$ cat config.mk
export PLATFORM = sky130hd
export DESIGN_NAME = dice_roller
export DESIGN_NICKNAME = d
export VERILOG_FILES = /design/src/rtl/dice_roller.sv
export SDC_FILE = /design/constraint.sdc
export NUM_CORES = 1
export LEC_CHECK = 0
export ABC_AREA = 1
export CAP_MARGIN = 10
export CORE_MARGIN = 2
export CORE_UTILIZATION = 25
export DETAILED_ROUTE_END_ITERATION = 16
export SLEW_MARGIN = 40
export SYNTH_ARGS = -nofsm -noshare
export SYNTH_HDL_FRONTEND = slang
export SYNTH_SLANG_ARGS = --single-unit
$ cat constraint.sdc
create_clock -name clock -period 2.1 [get_ports clock]
set_input_delay 0.315 -clock clock [delete_from_list [all_inputs] [get_ports clock]]
set_output_delay 0.315 -clock clock [all_outputs]
set_load 0.02 [all_outputs]
$ cat src/rtl/dice_roller.sv
// rtl/dice_roller.sv - debounced roll button driving two spinning mod-6 dice
// Optional DICE_LFSR_EN: s2 steps on an 8-bit LFSR bit instead of the s1 wrap.
module dice_roller #(
  parameter int DEBOUNCE_CYCLES = 500000
) (
  input  logic       clock,
  input  logic       reset,
  input  logic       roll_n,
  output logic       roll_valid,
  output logic [2:0] die1,
  output logic [2:0] die2,
  output logic [3:0] sum,
  output logic       spinning,
  output logic [7:0] roll_count
);

  localparam logic [2:0] S_IDLE         = 3'd0;
  localparam logic [2:0] S_PRESS_WAIT   = 3'd1;
  localparam logic [2:0] S_SPIN         = 3'd2;
  localparam logic [2:0] S_RELEASE_WAIT = 3'd3;
  localparam logic [2:0] S_DONE         = 3'd4;

  localparam logic [19:0] CNT_LAST = 20'(DEBOUNCE_CYCLES - 1);

  logic        p_meta;
  logic        p_s;
  logic [2:0]  state;
  logic [19:0] cnt;
  logic [2:0]  s1;
  logic [2:0]  s2;
  logic        s2_step;

  always_ff @(posedge clock or posedge reset) begin
    if (reset) begin
      p_meta <= 1'b0;
      p_s    <= 1'b0;
    end else begin
      p_meta <= ~roll_n;
      p_s    <= p_meta;
    end
  end

`ifdef DICE_LFSR_EN
  logic [7:0] lfsr;

  always_ff @(posedge clock or posedge reset) begin
    if (reset) begin
      lfsr <= 8'h01;
    end else begin
      lfsr <= {lfsr[6:0], lfsr[7] ^ lfsr[5] ^ lfsr[4] ^ lfsr[3]};
    end
  end

  assign s2_step = lfsr[0];
`else
  assign s2_step = (s1 == 3'd6);
`endif

  // Spin counters persist across rolls; only reset clears them.
  always_ff @(posedge clock or posedge reset) begin
    if (reset) begin
      s1 <= 3'd1;
      s2 <= 3'd1;
    end else if (state == S_SPIN) begin
      s1 <= (s1 == 3'd6) ? 3'd1 : s1 + 3'd1;
      if (s2_step) begin
        s2 <= (s2 == 3'd6) ? 3'd1 : s2 + 3'd1;
      end
    end
  end

  always_ff @(posedge clock or posedge reset) begin
    if (reset) begin
      state      <= S_IDLE;
      cnt        <= 20'd0;
      die1       <= 3'd1;
      die2       <= 3'd1;
      sum        <= 4'd2;
      roll_count <= 8'd0;
    end else begin
      case (state)
        S_IDLE: begin
          if (p_s) begin
            state <= S_PRESS_WAIT;
            cnt   <= 20'd0;
          end
        end
        S_PRESS_WAIT: begin
          if (!p_s) begin
            state <= S_IDLE;
          end else if (cnt == CNT_LAST) begin
            state <= S_SPIN;
          end else begin
            cnt <= cnt + 20'd1;
          end
        end
        S_SPIN: begin
          if (!p_s) begin
            state <= S_RELEASE_WAIT;
            cnt   <= 20'd0;
          end
        end
        S_RELEASE_WAIT: begin
          if (p_s) begin
            state <= S_SPIN;
          end else if (cnt == CNT_LAST) begin
            // Results are loaded on entry to DONE so they are valid alongside roll_valid.
            state      <= S_DONE;
            die1       <= s1;
            die2       <= s2;
            sum        <= {1'b0, s1} + {1'b0, s2};
            roll_count <= roll_count + 8'd1;
          end else begin
            cnt <= cnt + 20'd1;
          end
        end
        S_DONE: begin
          state <= S_IDLE;
        end
        default: begin
          state <= S_IDLE;
        end
      endcase
    end
  end

  assign roll_valid = (state == S_DONE);
  assign spinning   = (state == S_SPIN);

endmodule

=== Word level (Yosys, flattened, before mapping) ===
Index checks and enable logic that the tools add are counted.

* Logic and storage cells: 51
* Bits of input ports: 3
* Bits in registers: 49

* Equality and inequality tests: 13
* Bitwise operators: 2
* Multiplexer cells: 15
* Add/subtract/negate cells: 5
* Reduce and logical (&&, ||, !) cells: 6

{| class="wikitable"
|+ Operators with widths
! cell !! number
|-
| 2-to-1 mux 20 bit || 5
|-
| case mux 20 bit (4 select lines) || 1
|-
| 2-to-1 mux 3 bit || 8
|-
| adder 20 x 1 -> 20 bit (second input constant) || 1
|-
| == test 20 x 19 -> 1 bit (second input constant) || 1
|-
| case mux 3 bit (4 select lines) || 1
|-
| == test 3 bit (second input constant) || 3
|-
| adder 8 x 1 -> 8 bit (second input constant) || 1
|-
| != test 2 bit (second input constant) || 4
|-
| adder 3 x 1 -> 3 bit (second input constant) || 2
|-
| == test 3 x 2 -> 1 bit (second input constant) || 2
|-
| != test 3 bit (second input constant) || 2
|-
| AND reduction 5 bit || 1
|-
| adder 3 x 3 -> 4 bit || 1
|-
| AND reduction 4 bit || 1
|-
| nonzero test 4 bit || 1
|-
| == test 3 x 1 -> 1 bit (second input constant) || 1
|-
| logical NOT 3 bit || 1
|-
| AND reduction 3 bit || 1
|-
| NOT 1 bit || 2
|-
| AND reduction 2 bit || 1
|}

=== Depth between registers and ports, before layout ===
Gate-level depths: netlist of run 1.

* Depth in word-level cells: 4
* Gate-level depth with buffers: 10
* Depth with buffers taken out: 10

=== Least setup slack after synthesis of run 1 ===
No wires, ideal clock.

* Path kind: reg-to-reg
* From: register s2[0]
* To: register sum[2]
* Cell stages (with the launch flop): 7
* Setup slack: 576 ps
* Arrival time: 1407 ps
* Library setup time: 117 ps
* Data required time: 1983 ps
* Path through: dfstp_2 -> ha_1 -> inv_1 -> fa_1 -> xnor2_1 -> o21ai_1 -> inv_1

* Longest elaborated chain between the ends: 1

{| class="wikitable"
|+ RTL lines
! item !! RTL line !! source
|-
| from (decl) || 30 || <nowiki>logic [2:0] s2;</nowiki>
|-
| from (signal assigned) || 67 || <nowiki>s2 <= (s2 == 3'd6) ? 3'd1 : s2 + 3'd1;</nowiki>
|-
| adder 3 x 3 -> 4 bit || 111 || <nowiki>sum <= {1'b0, s1} + {1'b0, s2};</nowiki>
|-
| to (signal assigned) || 111 ||
|-
| to (decl) || 12 || <nowiki>output logic [3:0] sum,</nowiki>
|}

No other way between the ends.
A chain may end at the register's enable or synchronous reset.

=== Worst setup path after layout of run 1 ===
* From: register state[2]
* To: output port spinning

* Longest elaborated chain between the ends: 1

{| class="wikitable"
|+ RTL lines
! item !! RTL line !! source
|-
| from (decl) || 27 || <nowiki>logic [2:0] state;</nowiki>
|-
| from (signal assigned) || 74 || <nowiki>state <= S_IDLE;</nowiki>
|-
| from (signal assigned) || 84 || <nowiki>state <= S_PRESS_WAIT;</nowiki>
|-
| from (signal assigned) || 90 || <nowiki>state <= S_IDLE;</nowiki>
|-
| == test 3 x 2 -> 1 bit || 128 || <nowiki>assign spinning = (state == S_SPIN);</nowiki>
|-
| to (decl) || 13 || <nowiki>output logic spinning,</nowiki>
|}

No other way between the ends.

==> run summary, run 1 <==
## Floorplanning
• Die Footprint: 0.0123 sq mm
• area of the placeable core: 0.0113 sq mm
• number of cell rows: 39
• total I/O pin count: 23
• starting density of the core: 25.4%
• die span in x: 111 um
• die height: 111 um

## Detailed routing
• highest signal layer in the routed design: met4
• met2 wire length: 2810 um
• detail-routed via count per cell: 4.36
• number of search-and-repair iterations in the first detailed-routing pass: 5
• number of design-rule violations left by the first detailed-router iteration: 149
• number of nets still failing antenna checks after routing: 0
• met1 wire length: 3170 um
• routed wire length per instance: 11.5 um
• wire length on met3: 247 um
• total wire length: 6300 um
• number of vias in the routed layout: 2382
• post-detailed-route DRC marker count: 0

## Run
• Max Cap Violations: 0

## Timing
• Final period util: 92.2%
• Sum Neg Setup Slack: 0 ps
• minimum clock period: 1940 ps
• Layout Skew: 4.55 ps
• setup repair after global routing missed its margin: no
• Fin. Hold Viols: 0
• Fmax achieved: 0.516 GHz
• max-slew violation count: 0
• count of final setup violators: 0
• Least-Margin Pin Slew: 488 ps
• worst slew slack as a fraction of its limit: 67.3%
• worst hold slack: 361 ps

## Global routing
• initial antenna violation count: 0
• via count of the first global-routing pass: 2353
• total grt overflow: 0
• largest net degree at the start of global routing: 50
• global-route wire length before repair: 11100 um
• overall fraction of global-route tracks in use: 10.9%

## Worst setup path
• worst endpoint required time: 1780 ps
• worst setup slack for register-to-register paths: 250 ps
• start-to-end type of the worst setup path: register to output port
• Crit. Startpoint: state[2]$_DFFE_PP0P_
• kind of end point of the critical path: output port
• r2r startpoint: cnt[0]$_DFFE_PP0P_
• category of the worst setup path launch point: register
• largest fanout on the critical path: 3
• Worst Reg2Reg Path Length in Cells: 9
• signal arrival time at the worst endpoint: 1620 ps
• Critical Path Sink: spinning
• Critical R2R Capture: roll_count[2]$_DFFE_PP0P_

## Status
• outcome: completed

## Layout
• final core area utilization: 30.6%
• filler cell count in the final layout: 1175
• final non-filler cell area: 0.00345 sq mm
• post-layout net count: 411
• number of inserted diodes: 0
• share of post-route cells with drive strength above 1: 12.4%
• area added between synthesis and finish: 20.6%

## Pwr
• maximum vdd drop: 371 uV
• Cell Int Power: 1.89 mW
• share of total power in sequential cells: 41.0%
• fraction of power consumed by the clock network: 33.3%
• combinational share of power: 25.6%
• Design Power: 2.86 mW
• reported net switching power: 0.966 mW
• leakage component of the power: 1.55 nW
• Net Sw Frac: 33.8%
• Cell Pwr Density: 829 mW/mm^2

## Synthesis
• Yosys warning total: 0
• most used standard cell by instance count after synthesis: sky130_fd_sc_hd__nand2_1
• mean post-synth cell area: 7.67 sq um
• number of register bits inferred by synthesis: 49
• post-synthesis cell type count: 26
• proportion of register bits with asynchronous set or reset after synthesis: 100%
• Yosys top cell area share: 38.5%
• top cell types by occurrence after synthesis: sky130_fd_sc_hd__nand2_1, sky130_fd_sc_hd__inv_1, sky130_fd_sc_hd__dfrtp_1, sky130_fd_sc_hd__nand3_1, sky130_fd_sc_hd__nor2_1
• sequential fraction of the synthesis area: 43.1%
• number of cells produced by synthesis: 373
• cell area after synthesis: 0.00286 sq mm
• synth top area cells: sky130_fd_sc_hd__dfrtp_1, sky130_fd_sc_hd__nand2_1, sky130_fd_sc_hd__nand3_1
• commonest register cell after synthesis: sky130_fd_sc_hd__dfrtp_1
• count of flip-flops with a built-in enable after synthesis: 0
• cell accounting for the most synthesized area: sky130_fd_sc_hd__dfrtp_1
• synthesized net count: 382

## Clocking
• buffers from clock root to sink, at most: 2
• root buf cell: sky130_fd_sc_hd__clkbuf_16
• number of buffers added to fix hold violations after cts: 0
• Clock Latency Late Sink: 290 ps
• clock sink count: 49
• CTS tree: built
• number of buffers added by the clock tree synthesis step: 5
• CTS H-Tree Depth: 2
• Clk pin slew, worst setup/hold paths: 70 ps

## Place
• Detailed Place HPWL: 4780 um
• global placement routability congestion: 0.874
• number of buffers added on ports: 22
• cell area after placement: 0.00327 sq mm

## Hold path
• path category of the worst min-delay check: register to register

## area by class of cell
| cell class | count | area [sq um] | share of cell area [%] |
|---|---|---|---|
| repair buffers | 27 | 285 | 8.27 |
| clock inverters | 2 | 37.5 | 1.09 |
| clock buffers | 6 | 139 | 4.03 |
| inverters | 48 | 180 | 5.22 |
| flip-flops and latches | 49 | 1230 | 35.7 |
| multi-input cells | 271 | 1400 | 40.5 |
| well taps | 143 | 179 | 5.19 |
## worst min path at each step
| stage | startpoint | to | slack [ps] | cells after the start |
|---|---|---|---|---|
| final | p_meta$_DFF_PP0_ | p_s$_DFF_PP0_ | 360 | 0 |
| after floorplan | p_meta$_DFF_PP0_ | p_s$_DFF_PP0_ | 330 | 0 |
| after detailed placement | p_meta$_DFF_PP0_ | p_s$_DFF_PP0_ | 340 | 0 |
| after global placement | p_meta$_DFF_PP0_ | p_s$_DFF_PP0_ | 340 | 0 |
| after global routing | p_meta$_DFF_PP0_ | p_s$_DFF_PP0_ | 380 | 0 |
| after CTS | p_meta$_DFF_PP0_ | p_s$_DFF_PP0_ | 360 | 0 |
## worst max-delay path: stages (launching register included)
cell and delay, ps:
sky130_fd_sc_hd__dfrtp_1 440, sky130_fd_sc_hd__nor3_4 240, sky130_fd_sc_hd__clkdlybuf4s50_1 650
## cell usage in the layout, fill, tap and decap left out, types with 5 or more instances in the layout
cell type,netlist,final
sky130_fd_sc_hd__nand2_1,118,118
sky130_fd_sc_hd__o21ai_2,15,15
sky130_fd_sc_hd__nand3_1,38,38
sky130_fd_sc_hd__nand4_1,7,7
sky130_fd_sc_hd__dfrtp_1,44,44
sky130_fd_sc_hd__xor2_1,9,9
sky130_fd_sc_hd__o21ai_0,7,7
sky130_fd_sc_hd__clkbuf_16,0,5
sky130_fd_sc_hd__nor2_2,5,5
sky130_fd_sc_hd__inv_1,45,44
sky130_fd_sc_hd__clkdlybuf4s50_1,0,21
sky130_fd_sc_hd__nor2_1,38,38
sky130_fd_sc_hd__ha_1,5,5
sky130_fd_sc_hd__nor3_1,6,6
sky130_fd_sc_hd__dfstp_2,5,5
sky130_fd_sc_hd__xnor2_1,6,6
## power groups by stage
stage          logic (mW)  registers (mW)  clock network, mW
6_report            0.734            1.17              0.954
5_1_grt             0.833            1.19               1.02
4_1_cts             0.747            1.17              0.971
3_5_place_dp        0.739            1.19                  0
3_3_place_gp        0.721            1.18                  0
2_1_floorplan       0.565            1.16                  0
## stage by stage
| stage | setup slack, ps | instances |
|---|---|---|
| finish | 163 | 546 |
| global route | 73.7 | 546 |
| CTS | 65.8 | 546 |
| detailed placement | 245 | 538 |
| global placement | 313 | 538 |
| floorplan | 576 | 373 |
## kinds of logic (layout without fill, tap and decap cells)
logic type                 Yosys count  after routing  synth area share, %
DFF                                 49             49                 43.1
buffers and inverters               53             83                 8.13
xor gates and xnor gates            15             15                 4.59
AOI/OAI and AO/OA                   29             29                 7.13
and+or+nand+nor                    221            221                 34.2
adders and majority gates            6              6                 2.89
## flip-flops by register name, summed over array words and instances, names as in the netlist
signal and cells:
cnt 20, die2 3, sum 4, die1 3
state 3, s2 3, s1 3, p_meta 1
roll_count 8, p_s 1
## routing by layer
metal / up-vias / GRT usage, %
met2: 37 / 17.2
met1: 1103 / 15.2
met4: 0 / 3.08
li1: 1236 / -
met3: 6 / 2.13
met5: - / 0
## what timing repair did
| action | CTS | global route |
|---|---|---|
| resized for setup | 0 | 1 |
| endpoints found under the setup margin | 0 | 1 |
| buffers inserted | 0 | 0 |
Note: power is estimated with default switching activity, not from simulation.
==> run 2, diff against run 1 <==
--- a/config.mk
+++ b/config.mk
@@ -7,9 +7,10 @@
 export LEC_CHECK = 0
 export ABC_AREA = 1
 export CAP_MARGIN = 10
-export CORE_MARGIN = 2
+export CORE_MARGIN = 5
 export CORE_UTILIZATION = 25
 export DETAILED_ROUTE_END_ITERATION = 16
+export GPL_ROUTABILITY_DRIVEN = 0
 export SLEW_MARGIN = 40
 export SYNTH_ARGS = -nofsm -noshare
 export SYNTH_HDL_FRONTEND = slang
==> constraint.sdc (replaced) <==
create_clock -name clock -period 1.6 [get_ports clock]
set_input_delay 0.24 -clock clock [delete_from_list [all_inputs] [get_ports clock]]
set_output_delay 0.24 -clock clock [all_outputs]
set_load 0.02 [all_outputs]
==> run 2 against run 1 <==
Net effect: non-clock buffer count grew 26; global-route usage shrank 1.1 points; critical path depth grew 7; die area grew 11%; clock power grew 12%; cell area grew 8.3%; highest routed layer unchanged; clock-buffer cell count shrank 1.
==> run summary, run 2 (same netlist as run 1, synthesis figures left out) <==
## Place
• Detailed Place HPWL: 4950 um, was 4780 um
• number of buffers added on ports: 22, unchanged
• worst setup slack before clock tree synthesis: -52.8 ps, was 245 ps
• Placed Cells incl. Taps: 564, was 538

## Global routing
• initial antenna violation count: 0, unchanged
• overall fraction of global-route tracks in use: 9.79%, was 10.9%
• global-route wire length before repair: 10800 um, was 11100 um
• via count of the first global-routing pass: 2341, was 2353
• largest net degree at the start of global routing: 50, unchanged
• total grt overflow: 0, unchanged

## Worst setup path
• signal arrival time at the worst endpoint: 1780 ps, was 1620 ps
• worst setup slack for register-to-register paths: 50 ps, was 250 ps
• largest fanout on the critical path: 5, was 3
• worst endpoint required time: 1830 ps, was 1780 ps
• start-to-end type of the worst setup path: register to register, was register to output port
• kind of end point of the critical path: register, was output port
• category of the worst setup path launch point: register, unchanged

## Floorplanning
• die span in x: 117 um, was 111 um
• starting density of the core: 25.3%, was 25.4%
• total I/O pin count: 23, unchanged
• number of cell rows: 39, unchanged
• die height: 117 um, was 111 um
• Die Footprint: 0.0137 sq mm, was 0.0123 sq mm
• area of the placeable core: 0.0113 sq mm, about the same

## Detailed routing
• highest signal layer in the routed design: met4, unchanged
• total wire length: 6640 um, was 6300 um
• met2 wire length: 3110 um, was 2810 um
• post-detailed-route DRC marker count: 0, unchanged
• detail-routed via count per cell: 4.43, was 4.36
• number of nets still failing antenna checks after routing: 0, unchanged
• routed wire length per instance: 11.6 um, was 11.5 um
• number of search-and-repair iterations in the first detailed-routing pass: 4, was 5
• number of vias in the routed layout: 2535, was 2382
• number of design-rule violations left by the first detailed-router iteration: 122, was 149
• met1 wire length: 3200 um, was 3170 um
• wire length on met3: 216 um, was 247 um

## Layout
• number of inserted diodes: 0, unchanged
• post-layout net count: 437, was 411
• register bank with the most flops: cnt, unchanged
• area added between synthesis and finish: 30.6%, was 20.6%
• filler cell count in the final layout: 1192, was 1175
• final core area utilization: 33.0%, was 30.6%
• share of post-route cells with drive strength above 1: 22.1%, was 12.4%
• most frequent cells in the layout: sky130_fd_sc_hd__nand2_1, sky130_fd_sc_hd__inv_1, sky130_fd_sc_hd__dfrtp_1, sky130_fd_sc_hd__nand3_1, sky130_fd_sc_hd__nor2_1, was sky130_fd_sc_hd__nand2_1, sky130_fd_sc_hd__inv_1, sky130_fd_sc_hd__dfrtp_1, sky130_fd_sc_hd__nor2_1, sky130_fd_sc_hd__nand3_1
• flip-flop count of the largest register, all copies and words added: 20, unchanged
• most common cell after layout, fill and taps aside: sky130_fd_sc_hd__nand2_1, unchanged
• biggest registers after layout: cnt: 20 flops, roll_count: 8 flops, sum: 4 flops, unchanged
• non-filler cells in the finished layout: 572, was 546

## Pwr
• maximum vdd drop: 429 uV, was 371 uV
• Cell Pwr Density: 1020 mW/mm^2, was 829 mW/mm^2
• leakage component of the power: 1.73 nW, was 1.55 nW

## Clocking
• clock sink count: 49, unchanged
• CTS H-Tree Depth: 2, unchanged
• buffer count from post-CTS setup fixing: 0, unchanged
• root buf cell: sky130_fd_sc_hd__clkbuf_16, unchanged
• Clock Latency Late Sink: 290 ps, about the same
• buffers from clock root to sink, at most: 2, unchanged
• CTS tree: built, unchanged
• number of buffers added to fix hold violations after cts: 0, unchanged
• number of buffers added by the clock tree synthesis step: 5, unchanged
• Clk pin slew, worst setup/hold paths: 70 ps, about the same

## Hold path
• path category of the worst min-delay check: primary input to async pin, was register to register

## Timing
• Fin. Hold Viols: 0, unchanged
• Layout Skew: 3.61 ps, was 4.55 ps
• minimum clock period: 1550 ps
• worst hold slack: 311 ps, was 361 ps
• Sum Neg Setup Slack: 0 ps, unchanged
• Final period util: 97.2%
• count of final setup violators: 0, unchanged
• setup repair after global routing missed its margin: yes, was no
• worst slew slack as a fraction of its limit: 80.0%, was 67.3%
• Least-Margin Pin Slew: 300 ps, was 488 ps
• max-slew violation count: 0, unchanged
• Fmax achieved: 0.643 GHz
• post-route setup slack: 45.0 ps, was 163 ps

## Run
• Max Cap Violations: 0, unchanged

## Status
• outcome: completed, unchanged

run 2: where the power goes:
part | internal, mW | switching, mW
Sequential | 1.38 | 0.137
Combinational | 0.504 | 0.704
Clock | 0.588 | 0.484
Total | 2.47 | 1.33
run 2: repair_timing:
item	in CTS	in global routing
pin swaps	0	5
setup endpoints to repair	9	42
gates resized for setup	11	35
run 2: path summary, 6_finish.rpt:
check / start / to / cells past startpoint
min in group clock: p_meta$_DFF_PP0_ / p_s$_DFF_PP0_ / 0
max: cnt[9]$_DFFE_PP0P_ / roll_count[6]$_DFFE_PP0P_ / 9
max in group asynchronous: reset / die1[0]$_DFFE_PP1P_ / 3
min reg2reg: p_meta$_DFF_PP0_ / p_s$_DFF_PP0_ / 0
min: reset / roll_count[5]$_DFFE_PP0P_ / 3
max reg2reg: cnt[9]$_DFFE_PP0P_ / roll_count[6]$_DFFE_PP0P_ / 9
run 2: cell type report:
class | instances | area, sq um | share of cell area [%]
clock buffer | 5 | 125 | 3.35
clock inverter | 3 | 25.0 | 0.670
inverter | 48 | 183 | 4.89
multi-input combinational | 271 | 1500 | 40.1
sequential | 49 | 1230 | 33.0
tap | 143 | 179 | 4.79
timing repair buffer | 53 | 492 | 13.2
run 2: stage by stage:
stage / power, mW / area [sq um]
after floorplan: 2.26 / 2860
after global placement: 2.66 / 3470
after detailed placement: 2.68 / 3470
after CTS: 3.76 / 3610
after global routing: 4.05 / 3740
final: 3.80 / 3740
run 2: worst max-delay path, cell delays in order (launching register included):
cell	delay [ps]
sky130_fd_sc_hd__dfrtp_1	390
sky130_fd_sc_hd__buf_4	160
sky130_fd_sc_hd__nor2_2	150
sky130_fd_sc_hd__nand2_1	70
sky130_fd_sc_hd__nor2_1	170
sky130_fd_sc_hd__nand3_2	150
sky130_fd_sc_hd__nor2_4	150
sky130_fd_sc_hd__buf_4	130
sky130_fd_sc_hd__nand3_1	70
sky130_fd_sc_hd__nand2_1	70
run 2: layer usage:
| layer | up-vias | global-route usage, % |
|---|---|---|
| li1 | 1295 | - |
| met1 | 1187 | 13.6 |
| met2 | 43 | 15.7 |
| met3 | 10 | 1.70 |
| met4 | 0 | 2.75 |
| met5 | - | 0 |
